## src/rtl/fphub_div_sequencer_if.sv

```systemverilog
// Operand/result handshake bundle for the HUB divider sequencer.
// The master side drives operands and out_ready; the slave side is the sequencer.
interface fphub_div_sequencer_if #(
  parameter int M            = 23,
  parameter int E            = 8,
  parameter int special_case = 7
);
  localparam int W  = E + M + 1;
  localparam int CW = $clog2(special_case);

  logic          in_valid;
  logic          in_ready;
  logic [W-1:0]  X;
  logic [W-1:0]  Y;
  logic [CW-1:0] X_special_case;
  logic [CW-1:0] Y_special_case;
  logic [W-1:0]  special_result;
  logic          out_valid;
  logic          out_ready;
  logic [W-1:0]  Z;
  logic          out_special;

  modport master (
    output in_valid, X, Y, X_special_case, Y_special_case, special_result, out_ready,
    input  in_ready, out_valid, Z, out_special
  );

  modport slave (
    input  in_valid, X, Y, X_special_case, Y_special_case, special_result, out_ready,
    output in_ready, out_valid, Z, out_special
  );
endinterface

```

## src/rtl/fphub_div_sequencer.sv

```systemverilog
// HUB floating-point divider sequencer: special-case bypass or restoring
// significand division, then exponent adjust, truncation and range clamp.
module fphub_div_sequencer #(
  parameter int M            = 23,
  parameter int E            = 8,
  parameter int special_case = 7
) (
  input logic                   clk,
  input logic                   rst,
  fphub_div_sequencer_if.slave  bus
);
  localparam int W  = E + M + 1;
  localparam int NW = $clog2(M + 2);
  localparam int EW = E + 2;

  localparam logic [NW-1:0]        LAST_IT  = NW'(M + 1);
  localparam logic signed [EW-1:0] BIAS     = EW'((1 << (E - 1)) - 1);
  localparam logic signed [EW-1:0] EXP_MAX  = EW'((1 << E) - 1);
  localparam logic signed [EW-1:0] EXP_ZERO = '0;
  localparam logic signed [EW-1:0] EXP_ONE  = EW'(1);

  typedef enum logic [1:0] {IDLE, DIV, NORM, DONE} state_t;

  state_t                 state;
  logic                   sign;
  logic signed [EW-1:0]   e_tmp;
  logic [M+1:0]           my;
  logic [M+2:0]           rem;
  logic [M+1:0]           q;
  logic [NW-1:0]          cnt;
  logic                   out_valid_r;
  logic [W-1:0]           z_r;
  logic                   out_special_r;

  logic [M+3:0]           diff;
  logic                   t_ge;
  logic [M+2:0]           rem_sel;
  logic                   is_special;

  // Clamp to signed INF / signed zero outside the representable exponent range.
  function automatic logic [W-1:0] pack_z(input logic s,
                                          input logic signed [EW-1:0] ex,
                                          input logic [M-1:0] mant);
    if (ex >= EXP_MAX)
      pack_z = {s, {E{1'b1}}, {M{1'b1}}};
    else if (ex <= EXP_ZERO)
      pack_z = {s, {(E + M){1'b0}}};
    else
      pack_z = {s, ex[E-1:0], mant};
  endfunction

  // One restoring step: the extra top bit of diff is the borrow (t < 0).
  assign diff       = {1'b0, rem} - {2'b00, my};
  assign t_ge       = ~diff[M+3];
  assign rem_sel    = t_ge ? diff[M+2:0] : rem;
  assign is_special = (|bus.X_special_case) || (|bus.Y_special_case);

  assign bus.in_ready    = (state == IDLE);
  assign bus.out_valid   = out_valid_r;
  assign bus.Z           = z_r;
  assign bus.out_special = out_special_r;

  always_ff @(posedge clk or posedge rst) begin
    if (rst) begin
      state         <= IDLE;
      sign          <= 1'b0;
      e_tmp         <= '0;
      my            <= '0;
      rem           <= '0;
      q             <= '0;
      cnt           <= '0;
      out_valid_r   <= 1'b0;
      z_r           <= '0;
      out_special_r <= 1'b0;
    end else begin
      case (state)
        // Accept: either latch the bypass result or set up the division.
        IDLE: begin
          if (bus.in_valid) begin
            if (is_special) begin
              z_r           <= bus.special_result;
              out_special_r <= 1'b1;
              out_valid_r   <= 1'b1;
              state         <= DONE;
            end else begin
              sign  <= bus.X[W-1] ^ bus.Y[W-1];
              e_tmp <= $signed({2'b00, bus.X[W-2:M]}) - $signed({2'b00, bus.Y[W-2:M]}) + BIAS;
              rem   <= {2'b01, bus.X[M-1:0], 1'b1};
              my    <= {1'b1, bus.Y[M-1:0], 1'b1};
              q     <= '0;
              cnt   <= '0;
              state <= DIV;
            end
          end
        end
        // Iterate: one quotient bit per cycle, MSB first.
        DIV: begin
          rem <= rem_sel << 1;
          q   <= {q[M:0], t_ge};
          if (cnt == LAST_IT)
            state <= NORM;
          else
            cnt <= cnt + NW'(1);
        end
        // Normalise: a quotient below 1.0 costs one exponent step.
        NORM: begin
          if (q[M+1])
            z_r <= pack_z(sign, e_tmp, q[M:1]);
          else
            z_r <= pack_z(sign, e_tmp - EXP_ONE, q[M-1:0]);
          out_special_r <= 1'b0;
          out_valid_r   <= 1'b1;
          state         <= DONE;
        end
        // Hold the result until the consumer takes it.
        DONE: begin
          if (bus.out_ready) begin
            out_valid_r <= 1'b0;
            state       <= IDLE;
          end
        end
        default: state <= IDLE;
      endcase
    end
  end
endmodule

```

## src/flat_wrapper.sv

```systemverilog
// flat-port wrapper written by rule: the top's interface ports become plain ports
module fphub_div_sequencer_flat 
#(
  parameter int M            = 23,
  parameter int E            = 8,
  parameter int special_case = 7
)
  (clk, rst, bus_in_valid, bus_X, bus_Y, bus_X_special_case, bus_Y_special_case, bus_special_result, bus_out_ready, bus_in_ready, bus_out_valid, bus_Z, bus_out_special);
  fphub_div_sequencer_if #(.M(M), .E(E), .special_case(special_case)) bus_i ();
  input logic clk;
  input logic rst;
  input wire logic [$bits(bus_i.in_valid)-1:0] bus_in_valid;
  input wire logic [$bits(bus_i.X)-1:0] bus_X;
  input wire logic [$bits(bus_i.Y)-1:0] bus_Y;
  input wire logic [$bits(bus_i.X_special_case)-1:0] bus_X_special_case;
  input wire logic [$bits(bus_i.Y_special_case)-1:0] bus_Y_special_case;
  input wire logic [$bits(bus_i.special_result)-1:0] bus_special_result;
  input wire logic [$bits(bus_i.out_ready)-1:0] bus_out_ready;
  output wire logic [$bits(bus_i.in_ready)-1:0] bus_in_ready;
  output wire logic [$bits(bus_i.out_valid)-1:0] bus_out_valid;
  output wire logic [$bits(bus_i.Z)-1:0] bus_Z;
  output wire logic [$bits(bus_i.out_special)-1:0] bus_out_special;
  assign bus_i.in_valid = bus_in_valid;
  assign bus_i.X = bus_X;
  assign bus_i.Y = bus_Y;
  assign bus_i.X_special_case = bus_X_special_case;
  assign bus_i.Y_special_case = bus_Y_special_case;
  assign bus_i.special_result = bus_special_result;
  assign bus_i.out_ready = bus_out_ready;
  assign bus_in_ready = bus_i.in_ready;
  assign bus_out_valid = bus_i.out_valid;
  assign bus_Z = bus_i.Z;
  assign bus_out_special = bus_i.out_special;
  fphub_div_sequencer #(.M(M), .E(E), .special_case(special_case)) u_core (.clk(clk), .rst(rst), .bus(bus_i));
endmodule
```

## config.mk

```make
export PLATFORM = sky130hd
export DESIGN_NAME = fphub_div_sequencer_flat
export DESIGN_NICKNAME = d
export VERILOG_FILES = /design/src/rtl/fphub_div_sequencer_if.sv /design/src/rtl/fphub_div_sequencer.sv /design/src/flat_wrapper.sv
export SDC_FILE = /design/constraint.sdc
export NUM_CORES = 1
export LEC_CHECK = 0
export CELL_PAD_IN_SITES_DETAIL_PLACEMENT = 1
export CELL_PAD_IN_SITES_GLOBAL_PLACEMENT = 1
export CORE_MARGIN = 2
export CORE_UTILIZATION = 44
export DETAILED_ROUTE_END_ITERATION = 8
export PLACE_DENSITY = 0.85
export SYNTH_ARGS = -nofsm -noshare
export SYNTH_HDL_FRONTEND = slang
export SYNTH_SLANG_ARGS = --single-unit
```

## constraint.sdc

```tcl
create_clock -name clk -period 7 [get_ports clk]
set_input_delay 0.7 -clock clk [delete_from_list [all_inputs] [get_ports clk]]
set_output_delay 0.7 -clock clk [all_outputs]
set_load 0.01 [all_outputs]
```

==> Yosys cells after proc, flatten, opt, wreduce, memory -nomap -nowiden <==
Cells that the tools add are included.
{ "totals": {"reg_bits": 128, "in_bits": 106} }
{ "classes": {"n_addsub": 5, "n_lt_le_gt_ge": 4, "n_eq_ne": 10, "n_mux": 29, "bitwise_logic": 3, "reduce_logical": 13} }
{ "ops": {"columns": ["cell", "n"], "rows": [
  ["31-bit two-way mux", 5],
  ["25-bit two-way mux", 3],
  ["32-bit two-way mux", 2],
  ["32-bit one-hot mux with 2 select lines", 1],
  ["26-bit two-way mux", 2],
  ["26-bit one-hot mux with 2 select lines", 1],
  ["25-bit one-hot mux with 2 select lines", 1],
  ["26-bit by 25-bit subtractor with 27-bit output", 1],
  ["10-bit by 9-bit >= comparator with 1-bit output (second input constant)", 2],
  ["10-bit by 1-bit <= comparator with 1-bit output (second input constant)", 2],
  ["5-bit two-way mux", 3],
  ["3-bit AND reduction", 4],
  ["10-bit by 8-bit adder with 10-bit output (second input constant)", 1],
  ["5-bit one-hot mux with 2 select lines", 1],
  ["10-bit by 2-bit subtractor with 10-bit output (second input constant)", 1],
  ["8-bit by 8-bit subtractor with 9-bit output", 1],
  ["2-bit two-way mux", 4],
  ["2-bit != test (second input constant)", 4],
  ["2-bit one-hot mux with 4 select lines", 1],
  ["4-bit AND reduction", 2],
  ["3-bit OR reduction", 2],
  ["5-bit by 1-bit adder with 5-bit output (second input constant)", 1],
  ["5-bit == test (second input constant)", 1],
  ["2-bit == test (second input constant)", 2],
  ["other kinds (11)", 16]
]} }

==> Depth between registers and ports, before layout <==
Gate-level depths: netlist of run 1.
{ "depth": {"word_depth": 6, "ltp_mapped": 13, "depth_no_buf": 12} }

==> Least setup slack after synthesis of run 1 <==
No wires, ideal clock.
{ "synth_path": {"path_type": "in2reg", "startpoint": "input port bus_X[23]", "endpoint": "register u_core.e_tmp[8]", "setup_ns": 0.069, "arrival_time_ns": 2.806, "setup_slack_ns": 4.125, "cell_stages": 12, "path_buffers": 0, "cell_sequence": "inv_1 -> ha_1 -> inv_1 -> fa_1 -> a21o_1 -> a21oi_1 -> o21bai_1 -> a21oi_1 -> xnor2_1 -> nor3_1 -> or4_1 -> nand3_1"} }
{ "synth_via": {"elab_chain_len": 2} }
{ "synth_lines": {"columns": ["element", "line", "rtl"], "rows": [
  ["from (decl)", "flat_wrapper.sv:13", "input wire logic [$bits(bus_i.X)-1:0] bus_X;"],
  ["8-bit by 8-bit subtractor with 9-bit output", "fphub_div_sequencer.sv:87", "e_tmp <= $signed({2'b00, bus.X[W-2:M]}) - $signed({2'b00, bus.Y[W-2:M]}) + BIAS;"],
  ["10-bit by 8-bit adder with 10-bit output", "fphub_div_sequencer.sv:87", null],
  ["to (signal assigned)", "fphub_div_sequencer.sv:87", null],
  ["to (decl)", "fphub_div_sequencer.sv:26", "logic signed [EW-1:0] e_tmp;"]
]} }
No other way between the ends.
A chain may end at the register's enable or synchronous reset.

==> Final worst setup path of run 1 <==
{ "layout_path": {"startpoint": "register u_core.rem[15]", "endpoint": "register u_core.rem[2]"} }
{ "layout_via": {"elab_chain_len": 3} }
{ "layout_lines": {"columns": ["element", "line", "rtl"], "rows": [
  ["from (decl)", "fphub_div_sequencer.sv:28", "logic [M+2:0] rem;"],
  ["from (signal assigned)", "fphub_div_sequencer.sv:88", "rem <= {2'b01, bus.X[M-1:0], 1'b1};"],
  ["from (signal assigned)", "fphub_div_sequencer.sv:98", "rem <= rem_sel << 1;"],
  ["26-bit by 25-bit subtractor with 27-bit output", "fphub_div_sequencer.sv:53", "assign diff = {1'b0, rem} - {2'b00, my};"],
  ["25-bit two-way mux", "fphub_div_sequencer.sv:55", "assign rem_sel = t_ge ? diff[M+2:0] : rem;"],
  ["26-bit one-hot mux with 2 select lines", "fphub_div_sequencer.sv:76", "case (state)"]
]} }
No other way between the ends.

==> results of run 1 <==
==> worst max path at each step <==
stage | from | endpoint | slack [ps] | depth (start not counted)
floorplan | rst | u_core.bus.Z[0] | 2920 | 1
global placement | bus_X_special_case[2] | u_core.rem[22] | 3160 | 10
detailed placement | bus_X_special_case[2] | u_core.rem[22] | 3030 | 10
CTS | u_core.rem[0] | u_core.rem[2] | 3370 | 11
global route | u_core.rem[15] | u_core.rem[20] | 3080 | 8
finish | u_core.rem[15] | u_core.rem[2] | 3350 | 8
==> cell usage in the layout (no fill, tap or decap), drive strengths merged, types with 21 or more instances in the layout <==
cell             n
a21oi          135
clkdlybuf4s50  140
dfrtp          127
ha              45
inv             57
nand2          109
nand3           36
nor2            41
nor3b           33
o21ai           69
o31ai           34
xnor2           21
==> worst min-delay path, delay by kind of cell, from the launching register on <==
kind / cells / cell delay [ps]
AO/OA/AOI/OAI: 2 / 120
flip-flops: 1 / 340
==> report_power, final <==
group | total [W] | leakage (nW) | switching (W) | internal [W]
registers | 0.00113 | 1.54 | 0.000177 | 0.000951
clock network | 0.000914 | 0.281 | 0.000346 | 0.000568
logic | 0.00174 | 2.83 | 0.00103 | 0.000702
==> per-layer routing <==
metal | up-vias | global-route usage [%] | part of all wire (%)
met5 | - | 0 | 0
met4 | 0 | 7.79 | 1.9
met3 | 34 | 3.78 | 4.1
met2 | 170 | 43.5 | 50
met1 | 3718 | 31.6 | 44
li1 | 3599 | - | -
==> cell families (layout without fill, tap and decap cells) <==
logic type               Yosys count  count (layout)  share of synthesized area, %
multiplexers                      20              20                          2.40
XOR/XNOR                          40              40                          4.21
flip-flops                       127             127                          38.2
AND/OR/NAND/NOR                  286             286                          17.3
AO/OA/AOI/OAI                    312             312                          24.7
adder cells (fa/ha/maj)           47              47                          7.24
buffers and inverters            119             237                          5.91
==> stage by stage <==
step / instance area (µm²) / cells / setup slack, ps
5_1_grt: 10400 / 1303 / 3080
3_5_place_dp: 9840 / 1272 / 3030
2_1_floorplan: 8330 / 951 / 2920
6_report: 10400 / 1303 / 3350
4_1_cts: 10400 / 1303 / 3370
3_3_place_gp: 9840 / 1272 / 3160
==> cell usage after synthesis, types with 6 or more instances <==
| library cell | instances |
|---|---|
| dfrtp_1 | 127 |
| a21oi_1 | 125 |
| nand2_1 | 109 |
| o21ai_0 | 64 |
| inv_1 | 55 |
| clkbuf_1 | 52 |
| ha_1 | 45 |
| nor2_1 | 41 |
| nand3_1 | 36 |
| nor3b_1 | 33 |
| o31ai_2 | 29 |
| xnor2_1 | 21 |
| mux2i_1 | 20 |
| xor2_1 | 19 |
| and3_1 | 16 |
| nor3_1 | 14 |
| a21o_1 | 12 |
| a21oi_2 | 10 |
| a31oi_1 | 9 |
| o21a_1 | 8 |
| or3_1 | 8 |
| o22ai_1 | 6 |
==> registers in the layout (all words and copies together) (netlist names) <==
| register | flops |
|---|---|
| u_core.rem | 26 |
| u_core.my | 24 |
| u_core.bus.out_special | 1 |
| u_core.cnt | 5 |
| u_core.state | 2 |
| u_core.sign | 1 |
| u_core.e_tmp | 10 |
| u_core.bus.out_valid | 1 |
| u_core.bus.Z | 32 |
| u_core.q | 25 |
==> area by class of cell <==
class                   instances  area share, %
clock buffers                  18           4.20
flip-flops and latches        127           30.4
clock inverters                13           1.57
inverters                      55           2.00
repair buffers                151           14.2
well taps                     234           2.80
multi-input cells             705           44.8
==> metrics.csv, run 1 <==
stage;metric;value;unit
logic_synthesis;synthesis.area;8330;µm²
worst_setup_path;critPathBufInv;0;
worst_setup_path;critPathKind;reg -> reg;
power_and_ir_drop;p_leak;4.65;nW
layout;area_delta_synth_final;25.5;%
detailed_routing;viasPerCell;5.77;
worst_setup_path;critPathCaptureType;flop;
detailed_routing;wl_per_cell;18.6;µm
worst_setup_path;path_cells;ha_1 -> nand4_1 -> nor4_1 -> a22oi_1 -> a21oi_1 -> a211o_1 -> mux2i_1 -> a221o_1;
clock_tree;clk_path_buf_depth;2;
placed_design;routabilityCongestion;0.898;
layout;diodes;0;
worst_setup_path;worst_path_max_delay_cell;a211o_1;
logic_synthesis;synth_cells;951;
sta;clock_skew;8.00;ps
logic_synthesis;ys_warn_count;0;
floorplanning;die_x;142;µm
layout;final_nets;1210;
worst_hold_path;hold_class;reg -> reg;
sta;maxSlewViolCount;0;
sta;rsz0062_at_grt;no;
layout;fin_util;56.0;%
worst_hold_path;min_from;u_core.bus.Z[17];
worst_setup_path;arrival;3950;ps
worst_hold_path;min_to;u_core.bus.Z[17];
placed_design;io_buffers;140;
clock_tree;clock_sinks;127;
detailed_routing;via_count;7521;
run;cap_violations;0;
worst_setup_path;cp_max_fo;24;
logic_synthesis;synth_enable_flop_cells;0;
worst_setup_path;rr_startpoint;u_core.rem[15];
logic_synthesis;synth_seq_cells;127;
clock_tree;ctsResizeCount;0;
logic_synthesis;syn_avg_cell_area;8.76;µm²
power_and_ir_drop;powerDensity;362;nW/µm²
sta;finalSetupViolCount;0;
power_and_ir_drop;ir_drop;0.000279;V
clock_tree;hold_buffers;0;
clock_tree;root_buffer;clkbuf_16;
global_routing;grt_pass1_wl;39900;µm
logic_synthesis;synth.distinct_cells;63;
power_and_ir_drop;p_total;0.00378;W
clock_tree;clk_pin_slew;60;ps
floorplanning;boundaryPins;141;
clock_tree;postCtsSetupRepairBufs;0;
placed_design;dp_hpwl;16500;µm
logic_synthesis;ys_seq_area_share;38.2;%
sta;hold_ws;499;ps
layout;multi_input_comb_area;4680;µm²
global_routing;track_usage;24.8;%
sta;fin_crit;3650;ps
floorplanning;dieArea;20000;µm²
status;status;finished clean;
sta;setup_tns;0;ps
detailed_routing;ant_nets;0;
worst_setup_path;reg2reg_depth;8;
worst_setup_path;crit_family;compound AO/OA/AOI/OAI gates;
detailed_routing;first_pass_iters;4;
worst_setup_path;ff2ff_setup_slack;3350;ps
layout;final.fill_count;2170;
logic_synthesis;synthesis.nets;1104;
clock_tree;clk_latency;430;ps
sta;fmax;274;MHz
logic_synthesis;async_reset_ff_share;100;%
worst_setup_path;start_kind;flop;
global_routing;grt_max_degree;79;
logic_synthesis;ys.flop_type;dfrtp_1;
sta;fin_crit_sh;52.2;%
detailed_routing;drt_iter0_drc;382;
global_routing;grt_overflow;0;
clock_tree;cts_tree;done;
sta;slew_headroom;22.1;%
detailed_routing;remaining_drc_errors;0;
floorplanning;initial_core_util;44.7;%
layout;drive_gt1_share;9.07;%
global_routing;grt_antenna_before_repair;0;
worst_setup_path;r2r_end;u_core.rem[2];
worst_hold_path;hold_path_depth;2;
floorplanning;rows;50;
logic_synthesis;netlist.top_cell.by_area;dfrtp_1;
sta;finalHoldViolations;0;
worst_setup_path;required;7300;ps
floorplanning;fp.coreArea;18600;µm²
clock_tree;cts_htree_levels;4;
floorplanning;die_y;142;µm
detailed_routing;routed_wl;24200;µm
layout;regArea;3180;µm²
logic_synthesis;synth.area.top_cells;dfrtp_1 38%, a21oi_1 7.5%, ha_1 6.8%;
logic_synthesis;synth_top_area_share;38.2;%
clock_tree;cts_made_buffers;17;
worst_setup_path;cpPeakStageDelay;960;ps
sta;worst_slew_pin_slew;1170;ps
global_routing;grt_pass1_vias;7899;
Note: power is estimated with default switching activity, not from simulation.
==> inputs of run 2 (changes only) <==
--- a/config.mk
+++ b/config.mk
@@ -8,9 +8,9 @@
 export CELL_PAD_IN_SITES_DETAIL_PLACEMENT = 1
 export CELL_PAD_IN_SITES_GLOBAL_PLACEMENT = 1
 export CORE_MARGIN = 2
-export CORE_UTILIZATION = 44
+export CORE_UTILIZATION = 37
 export DETAILED_ROUTE_END_ITERATION = 8
-export PLACE_DENSITY = 0.85
+export PLACE_DENSITY = 0.76
 export SYNTH_ARGS = -nofsm -noshare
 export SYNTH_HDL_FRONTEND = slang
 export SYNTH_SLANG_ARGS = --single-unit
==> constraint.sdc (replaced) <==
create_clock -name clk -period 3.01 [get_ports clk]
set_input_delay 0.301 -clock clk [delete_from_list [all_inputs] [get_ports clk]]
set_output_delay 0.301 -clock clk [all_outputs]
set_load 0.01 [all_outputs]
==> metrics.csv, run 2 (synthesis results as in run 1) <==
stage;metric;value;unit;change
status;status;finished clean;;unchanged
detailed_routing;ant_nets;0;;unchanged
clock_tree;cts_made_buffers;17;;unchanged
layout;final.fill_count;2498;;was 2,170
layout;largest_reg_flops;32;;unchanged
layout;fin_util;49.9;%;was 56.0%
worst_setup_path;cpPeakStageDelay;420;ps;was 960 ps
clock_tree;cts_htree_levels;4;;unchanged
power_and_ir_drop;powerDensity;853;nW/µm²;was 362 nW/µm²
placed_design;dp_hpwl;17300;µm;was 16,500 µm
global_routing;track_usage;21.3;%;was 24.8%
sta;hold_ws;358;ps;was 499 ps
power_and_ir_drop;ir_drop;0.000441;V;was 0.000279 V
detailed_routing;first_pass_iters;4;;unchanged
worst_setup_path;reg2reg_depth;10;;was 8
worst_setup_path;critPathKind;reg -> reg;;unchanged
worst_setup_path;start_kind;flop;;unchanged
sta;worst_slew_pin_slew;595;ps;was 1170 ps
floorplanning;boundaryPins;141;;unchanged
clock_tree;clk_path_buf_depth;2;;unchanged
detailed_routing;wl_per_cell;17.8;µm;was 18.6 µm
clock_tree;clock_sinks;127;;unchanged
layout;final_cell_mix;140 x clkdlybuf4s50_1, 127 x dfrtp_1, 123 x a21oi_1, 109 x nand2_1, 63 x o21ai_0;;was 140 x clkdlybuf4s50_1, 127 x dfrtp_1, 124 x a21oi_1, 109 x nand2_1, 63 x o21ai_0
worst_setup_path;rr_startpoint;u_core.rem[15];;unchanged
worst_setup_path;critPathBufInv;1;;was 0
floorplanning;rows;54;;was 50
sta;rsz0062_at_grt;no;;unchanged
layout;layout_commonest_cell;clkdlybuf4s50_1;;unchanged
global_routing;grt_pass1_vias;8107;;was 7,899
worst_hold_path;hold_class;in -> async;;was reg -> reg
detailed_routing;routed_wl;24600;µm;was 24,200 µm
sta;clock_skew;7.58;ps;was 8.00 ps
sta;finalHoldViolations;0;;unchanged
sta;fin_crit;2870;ps;was 3650 ps
worst_setup_path;arrival;3180;ps;was 3950 ps
sta;fin_crit_sh;95.3;%;was 52.2%
floorplanning;die_y;154;µm;was 142 µm
layout;drive_gt1_share;12.5;%;was 9.07%
worst_setup_path;critPathCaptureType;flop;;unchanged
worst_setup_path;crit_family;compound AO/OA/AOI/OAI gates;;unchanged
sta;maxSlewViolCount;0;;unchanged
detailed_routing;drt_iter0_drc;278;;was 382
clock_tree;clk_pin_slew;60;ps;about the same
sta;slew_headroom;60.4;%;was 22.1%
placed_design;routabilityCongestion;0.859;;was 0.898
layout;area_delta_synth_final;31.7;%;was 25.5%
run;cap_violations;0;;unchanged
global_routing;grt_pass1_wl;41100;µm;was 39,900 µm
floorplanning;dieArea;23700;µm²;was 20,000 µm²
worst_setup_path;required;3320;ps;was 7300 ps
global_routing;grt_antenna_before_repair;0;;unchanged
clock_tree;cts_tree;done;;unchanged
detailed_routing;remaining_drc_errors;0;;unchanged
global_routing;grt_overflow;0;;unchanged
detailed_routing;via_count;7618;;was 7,521
sta;finalSetupViolCount;0;;unchanged
floorplanning;die_x;154;µm;was 142 µm
placed_design;io_buffers;140;;unchanged
global_routing;grt_max_degree;93;;was 79
clock_tree;root_buffer;clkbuf_16;;unchanged
sta;setup_tns;0;ps;unchanged
layout;final_nets;1245;;was 1,210
sta;fmax;349;MHz;was 274 MHz
power_and_ir_drop;p_leak;4.89;nW;was 4.65 nW
floorplanning;fp.coreArea;22000;µm²;was 18,600 µm²
clock_tree;clk_latency;430;ps;about the same
worst_setup_path;r2r_end;u_core.rem[11];;was u_core.rem[2]
layout;diodes;0;;unchanged
worst_setup_path;ff2ff_setup_slack;140;ps;was 3350 ps
worst_setup_path;worst_path_max_delay_cell;dfrtp_1;;was a211o_1
floorplanning;initial_core_util;37.9;%;was 44.7%
detailed_routing;viasPerCell;5.50;;was 5.77
worst_setup_path;path_cells;ha_1 -> a211oi_2 -> o21ai_1 -> o2111ai_1 -> and3_1 -> a21oi_2 -> a211o_1 -> buf_12 -> or3_1 -> a32o_1;;was ha_1 -> nand4_1 -> nor4_1 -> a22oi_1 -> a21oi_1 -> a211o_1 -> mux2i_1 -> a221o_1
power_and_ir_drop;p_total;0.00935;W;was 0.00378 W
worst_setup_path;cp_max_fo;11;;was 24
run 2: worst min-delay path, delay by kind of cell:
family | cells | cell delay (ps)
buf+inv | 3 | 920
run 2: layer usage:
layer | track usage (%) | vias to the layer above | share of wire (%)
met5 | 0 | - | 0
met4 | 5.52 | 0 | 1.3
met3 | 3.95 | 27 | 3.4
met2 | 37.6 | 148 | 50
met1 | 26.9 | 3776 | 46
li1 | - | 3667 | -
run 2: report_power, final:
group	internal (W)	leakage [nW]	switching (W)	total (W)
registers	0.00221	1.54	0.000392	0.00260
logic	0.00189	3.04	0.00252	0.00441
clock network	0.00149	0.315	0.000855	0.00234
run 2: layout make-up:
cell class	count	area, µm²	share of cell area (%)
Clock buffer	18	429	3.91
Clock inverter	14	231	2.11
Inverter	55	210	1.92
Multi-Input combinational cell	705	4710	42.9
Sequential cell	127	3180	29.0
Tap cell	280	350	3.19
Timing Repair Buffer	186	1860	17.0
run 2: worst max path at each step:
| stage | start | to | slack, ps | cells after the start |
|---|---|---|---|---|
| 2_1_floorplan | u_core.rem[15] | u_core.rem[11] | 330 | 11 |
| 3_3_place_gp | bus_Y[23] | u_core.e_tmp[8] | 70 | 12 |
| 3_5_place_dp | bus_Y[23] | u_core.e_tmp[8] | -20 | 13 |
| 4_1_cts | u_core.rem[0] | u_core.rem[11] | 60 | 12 |
| 5_1_grt | u_core.rem[15] | u_core.rem[11] | 2 | 10 |
| 6_report | u_core.rem[15] | u_core.rem[11] | 140 | 10 |
run 2: what timing repair did:
item	4_1_cts	5_1_grt
hold buffers	0	0
endpoints found under the setup margin	0	21
resized for setup	0	6
setup buffers	0	0
run 2: metrics by stage:
| stage | std cells | worst slack, ps | instance area (µm²) |
|---|---|---|---|
| 2_1_floorplan | 951 | 333 | 8330 |
| 3_3_place_gp | 1353 | 66.1 | 10300 |
| 3_5_place_dp | 1353 | -20.8 | 10300 |
| 4_1_cts | 1385 | 62.4 | 10900 |
| 5_1_grt | 1385 | 2.37 | 11000 |
| 6_report | 1385 | 142 | 11000 |
